[src/rtl/alu_demo_ctrl.sv]
// Operator-entry sequencer for an external ALU: debounced button, nibble entry of A/B/op, result capture.
// Field/state update 1 cycle after an accepted press, display 1 cycle later; optional RESULT_HIST_EN adds a 4-deep result history.
module alu_demo_ctrl #(
  parameter int DATA_W       = 16,
  parameter int OP_W         = 8,
  parameter int SW_W         = 10,
  parameter int DEBOUNCE_CYC = 500000
) (
  input  logic              clk,
  input  logic              reset,
  input  logic              cont,
  input  logic [SW_W-1:0]   sw,
  input  logic [DATA_W-1:0] alu_c,
  input  logic [4:0]        alu_flags,
  output logic [DATA_W-1:0] alu_a,
  output logic [DATA_W-1:0] alu_b,
  output logic [OP_W-1:0]   alu_op,
  output logic [DATA_W-1:0] digits,
  output logic [3:0]        mode_digit,
  output logic [4:0]        flag_leds,
  output logic [2:0]        state
);

  localparam logic [2:0] RST_S  = 3'd0;
  localparam logic [2:0] IN_A   = 3'd1;
  localparam logic [2:0] IN_B   = 3'd2;
  localparam logic [2:0] IN_OP  = 3'd3;
  localparam logic [2:0] SHOW_C = 3'd4;
  localparam int         CNT_W  = $clog2(DEBOUNCE_CYC + 1);

  logic              commit;
  logic              mod;
  logic [3:0]        nib;
  logic              sw_unused;
  logic [1:0]        sync_q;
  logic              cont_s;
  logic              db_down;
  logic [CNT_W-1:0]  db_cnt;
  logic              press;
  logic              cap_pend;
  logic [DATA_W-1:0] res_q;
  logic [DATA_W-1:0] shown;
  logic [DATA_W-1:0] chain_src;

  assign commit    = sw[SW_W-1];
  assign mod       = sw[SW_W-2];
  assign nib       = sw[3:0];
  assign sw_unused = ^sw;
  assign cont_s    = sync_q[1];

  // Button is active-low; synchroniser resets to the released level.
  always_ff @(posedge clk or negedge reset) begin
    if (!reset) begin
      sync_q <= 2'b11;
    end else begin
      sync_q <= {sync_q[0], cont};
    end
  end

  // Debounced level toggles only after DEBOUNCE_CYC consecutive disagreeing samples.
  always_ff @(posedge clk or negedge reset) begin
    if (!reset) begin
      db_down <= 1'b0;
      db_cnt  <= '0;
      press   <= 1'b0;
    end else begin
      press <= 1'b0;
      if ((~cont_s) != db_down) begin
        if (db_cnt == CNT_W'(DEBOUNCE_CYC - 1)) begin
          db_down <= ~db_down;
          db_cnt  <= '0;
          press   <= ~db_down;
        end else begin
          db_cnt <= db_cnt + CNT_W'(1);
        end
      end else begin
        db_cnt <= '0;
      end
    end
  end

`ifdef RESULT_HIST_EN
  logic [DATA_W-1:0] hist [4];
  logic [1:0]        head;
  logic [1:0]        view;

  always_ff @(posedge clk or negedge reset) begin
    if (!reset) begin
      for (int i = 0; i < 4; i++) hist[i] <= '0;
      head <= 2'd0;
      view <= 2'd0;
    end else if (state == SHOW_C) begin
      if (cap_pend) begin
        hist[head + 2'd1] <= alu_c;
        head              <= head + 2'd1;
        view              <= 2'd0;
      end else if (press && !commit) begin
        view <= view + 2'd1;
      end
    end
  end

  assign shown = hist[head - view];
`else
  assign shown = res_q;
`endif

  // A chain press landing on the capture cycle must see the fresh ALU result.
  assign chain_src = cap_pend ? alu_c : shown;

  always_ff @(posedge clk or negedge reset) begin
    if (!reset) begin
      state     <= RST_S;
      alu_a     <= '0;
      alu_b     <= '0;
      alu_op    <= '0;
      res_q     <= '0;
      flag_leds <= '0;
      cap_pend  <= 1'b0;
    end else begin
      cap_pend <= 1'b0;
      case (state)
        RST_S: state <= IN_A;
        IN_A: if (press) begin
          if (commit)   state <= IN_B;
          else if (mod) alu_a <= '0;
          else          alu_a <= DATA_W'({alu_a, nib});
        end
        IN_B: if (press) begin
          if (commit)   state <= IN_OP;
          else if (mod) alu_b <= '0;
          else          alu_b <= DATA_W'({alu_b, nib});
        end
        IN_OP: if (press) begin
          if (commit) begin
            state    <= SHOW_C;
            cap_pend <= 1'b1;
          end else if (mod) begin
            alu_op <= '0;
          end else begin
            alu_op <= OP_W'({alu_op, nib});
          end
        end
        SHOW_C: begin
          if (cap_pend) begin
            res_q     <= alu_c;
            flag_leds <= alu_flags;
          end
          if (press && commit) begin
            if (mod) begin
              alu_a <= chain_src;
              alu_b <= '0;
              state <= IN_B;
            end else begin
              state <= IN_A;
            end
          end
        end
        default: state <= RST_S;
      endcase
    end
  end

  always_ff @(posedge clk or negedge reset) begin
    if (!reset) begin
      digits     <= '0;
      mode_digit <= 4'hF;
    end else begin
      case (state)
        IN_A: begin
          mode_digit <= 4'hA;
          digits     <= alu_a;
        end
        IN_B: begin
          mode_digit <= 4'hB;
          digits     <= alu_b;
        end
        IN_OP: begin
          mode_digit <= 4'h0;
          digits     <= DATA_W'(alu_op);
        end
        SHOW_C: begin
          mode_digit <= 4'hC;
          digits     <= shown;
        end
        default: begin
          mode_digit <= 4'hF;
          digits     <= '0;
        end
      endcase
    end
  end

endmodule

[config.mk]
export PLATFORM = sky130hd
export DESIGN_NAME = alu_demo_ctrl
export DESIGN_NICKNAME = d
export VERILOG_FILES = /design/src/rtl/alu_demo_ctrl.sv
export SDC_FILE = /design/constraint.sdc
export NUM_CORES = 1
export LEC_CHECK = 0
export ABC_AREA = 1
export CORE_MARGIN = 1
export CORE_UTILIZATION = 52
export CTS_CLUSTER_DIAMETER = 30
export DETAILED_ROUTE_END_ITERATION = 7
export PLACE_DENSITY_LB_ADDON = 0.1
export SETUP_SLACK_MARGIN = 0.05
export SLEW_MARGIN = 40
export SYNTH_ARGS = -nofsm -noshare
export SYNTH_HDL_FRONTEND = slang
export SYNTH_SLANG_ARGS = --single-unit
[constraint.sdc]
create_clock -name clk -period 1.6 [get_ports clk]
set_input_delay 0.32 -clock clk [delete_from_list [all_inputs] [get_ports clk]]
set_output_delay 0.32 -clock clk [all_outputs]
set_load 0.005 [all_outputs]
==> results.json <==
{
  "rsz0062_at_grt": "true",
  "die_w_um": 103,
  "drc": 0,
  "switching_power_uw": 1170,
  "drt_wl_total_mm": 15.2,
  "cts_num_sinks": 108,
  "syn_nets": 686,
  "rows": 36,
  "pwr_density_cell_nw_per_um2": 642,
  "wl_per_cell_um": 15.6,
  "p_leak_uw": 0.00410,
  "min_period_over_period_pct": 99.4,
  "max_freq_mhz": 629,
  "p_seq_share_pct": 57.4,
  "skew_ns": 0.0132,
  "syn_area_per_cell_um2": 8.09,
  "crit_path_end_kind": "register",
  "layout_commonest_cell": "nand2_1",
  "clk_latency_ns": 0.37,
  "path_clk_slew_ns": 0.11,
  "switching_share_pct": 24.4,
  "syn_inst": 651,
  "grt.overflow.total": 0,
  "cts_buffers": 9,
  "avgViaCountPerCell": 5.21,
  "p_clk_share_pct": 36.7,
  "crit_top_cell": "nand2_4",
  "grt_start_max_net_pins": 37,
  "die_y_um": 103,
  "relSlewSlack_pct": 67.8,
  "worst_pin_slew_ns": 0.482,
  "crit_type": "reg -> reg",
  "synth-seq-area-share_pct": 51.5,
  "via_count": 5051,
  "slew_violations": 0,
  "port_buffers": 97,
  "hold_viol_final": 0,
  "hp-class": "in -> reg",
  "grt_pass1_vias": 4910,
  "n_antenna_cell": 0,
  "grtUsageTotal_pct": 29.4,
  "critPathArrivalTime_ns": 1.90,
  "p_int_uw": 3640,
  "final_cell_mix": "194 x nand2_1, 98 x dfrtp_1, 75 x buf_4, 71 x nor2_1, 58 x inv_1",
  "antenna_left": 0,
  "start_util_pct": 53.9,
  "cp_slowest_cell": "dfrtp_2",
  "max_cap_viol_count": 0,
  "layout.nets": 867,
  "clk_path_buf_depth": 2,
  "synth_cell_types": 39,
  "crit_required_ns": 1.91,
  "hold_depth": 1,
  "die_area_um2": 10500,
  "worst-path-max-fanout": 7,
  "cts-root-buf": "clkbuf_8",
  "cts_tree": "yes",
  "p_comb_share_pct": 5.9,
  "drive_gt1_share_pct": 23.3,
  "synth-seq-cells": 108,
  "yosysWarnings": 0,
  "drt_pass1_iterations": 5,
  "critical_path.cell_chain": "buf_6 -> inv_8 -> nor2_4 -> nand2_4 -> nand2_4 -> nand2_4 -> nor2_4 -> clkbuf_16 -> nand2_2 -> nand2_1",
  "max_stage_delay_ns": 0.45,
  "htree_levels": 3,
  "r2r_cells": 10,
  "grt_pass1_wl_mm": 23.2,
  "io_pins": 102,
  "area_growth_syn_to_layout_pct": 42.4,
  "max-vdd-ir-drop_mv": 0.388,
  "dp_hpwl_mm": 9.98,
  "synthesis.area_um2": 5270,
  "gp_congestion": 0.852,
  "antenna_found_initial": 0,
  "fp.coreArea_um2": 9770,
  "min_period_ns": 1.59,
  "totalPowerFinal_uw": 4820,
  "hold_ws_ns": 0.337,
  "finalSetupViolations": 0,
  "status": "finished clean",
  "initialDrtViolationCount": 211,
  "critPathLaunchType": "register"
}
layer usage:
layer	track usage (%)	part of all wire, %	up-vias
met4	11.4	2.4	0
met1	36.8	40	2422
met3	7.05	6.8	31
met2	49.3	51	175
li1	-	-	2423
met5	0	0	-
power groups by stage:
stage,sequential (uW),combinational (uW),clock (uW)
4_1_cts,2760,281,1770
6_report,2770,283,1770
2_1_floorplan,2820,53.0,0
3_5_place_dp,2820,266,0
3_3_place_gp,2820,264,0
5_1_grt,2770,312,1880
logic make-up (layout without fill, tap and decap cells):
group / after synthesis / after routing / share of synthesized area [%]
AND/OR/NAND/NOR: 358 / 360 / 29.5
flip-flops: 108 / 108 / 51.5
AO/OA/AOI/OAI: 89 / 89 / 10.2
buffers and inverters: 87 / 271 / 7.29
XOR/XNOR: 8 / 8 / 1.33
adder cells (fa/ha/maj): 1 / 1 / 0.238
cell usage after synthesis, drive strengths merged:
| cell type | count | area, um2 |
|---|---|---|
| buf | 13 | 104 |
| o21bai | 1 | 7.51 |
| o211ai | 5 | 37.5 |
| dfrtp | 102 | 2550 |
| ha | 1 | 12.5 |
| o21ai | 46 | 256 |
| nand4 | 2 | 12.5 |
| xnor2 | 4 | 35.0 |
| xor2 | 4 | 35.0 |
| nor3 | 4 | 25.0 |
| inv | 67 | 254 |
| clkinv | 1 | 3.75 |
| clkbuf | 6 | 22.5 |
| o2111ai | 8 | 70.1 |
| and2 | 2 | 12.5 |
| a21oi | 20 | 100 |
| dfstp | 6 | 158 |
| nor3b | 1 | 7.51 |
| nand2 | 244 | 1010 |
| o221ai | 4 | 35.0 |
| nand3 | 25 | 143 |
| o22ai | 5 | 31.3 |
| nor2 | 80 | 345 |
state kept, by name, indices dropped and copies added, names as in the netlist, 2 cells and up:
signal      count
flag_leds       5
res_q          16
alu_op          8
alu_a          16
digits         16
db_cnt         19
state           3
mode_digit      4
sync_q          2
alu_b          16
final cells by class:
type	instances	area [um2]
sequential	108	2720
multi-input combinational	458	2360
fill	715	2270
timing repair buffer	187	1770
inverter	68	288
tap	133	166
clock buffer	9	124
clock inverter	7	82.6
through the flow:
| stage | worst slack [ns] | instance area, um2 | utilization, % | TNS (ns) | std cells |
|---|---|---|---|---|---|
| after floorplan | 0.150 | 5270 | - | 0 | 651 |
| after global placement | -0.0876 | 6640 | 67.9 | -2.30 | 897 |
| after detailed placement | -0.121 | 6640 | 67.9 | -2.99 | 897 |
| after CTS | 0.0503 | 7170 | 73.3 | 0 | 959 |
| after global routing | -0.0405 | 7500 | 76.7 | -0.321 | 970 |
| final | 0.00928 | 7500 | 76.7 | 0 | 970 |
worst paths after layout:
check | endpoint | from | slack (ns)
min in group asynchronous | flag_leds[3] | reset | 0.43
worst max-delay path | alu_a[9] | state[0] | 0.009
worst min-delay path | sync_q[0] | cont | 0.34
worst max register to register | alu_a[9] | state[0] | 0.009
worst min register to register | sync_q[1] | sync_q[0] | 0.37
max in group asynchronous | alu_b[15] | reset | 0.61
what timing repair did:
item	in CTS	in global routing
hold endpoints to repair	22	0
resized for setup	58	76
buffers inserted	44	9
endpoints found under the setup margin	60	66
pin swaps	2	43
hold buffers	1	0
cloned	1	2
worst max-delay path: cells and delay by family, from the launching register on:
kind	cells	cell delay (ns)
flip-flops	1	0.45
AND/OR/NAND/NOR	7	0.69
buffers and inverters	3	0.38
(Power assumes the default switching activity.)
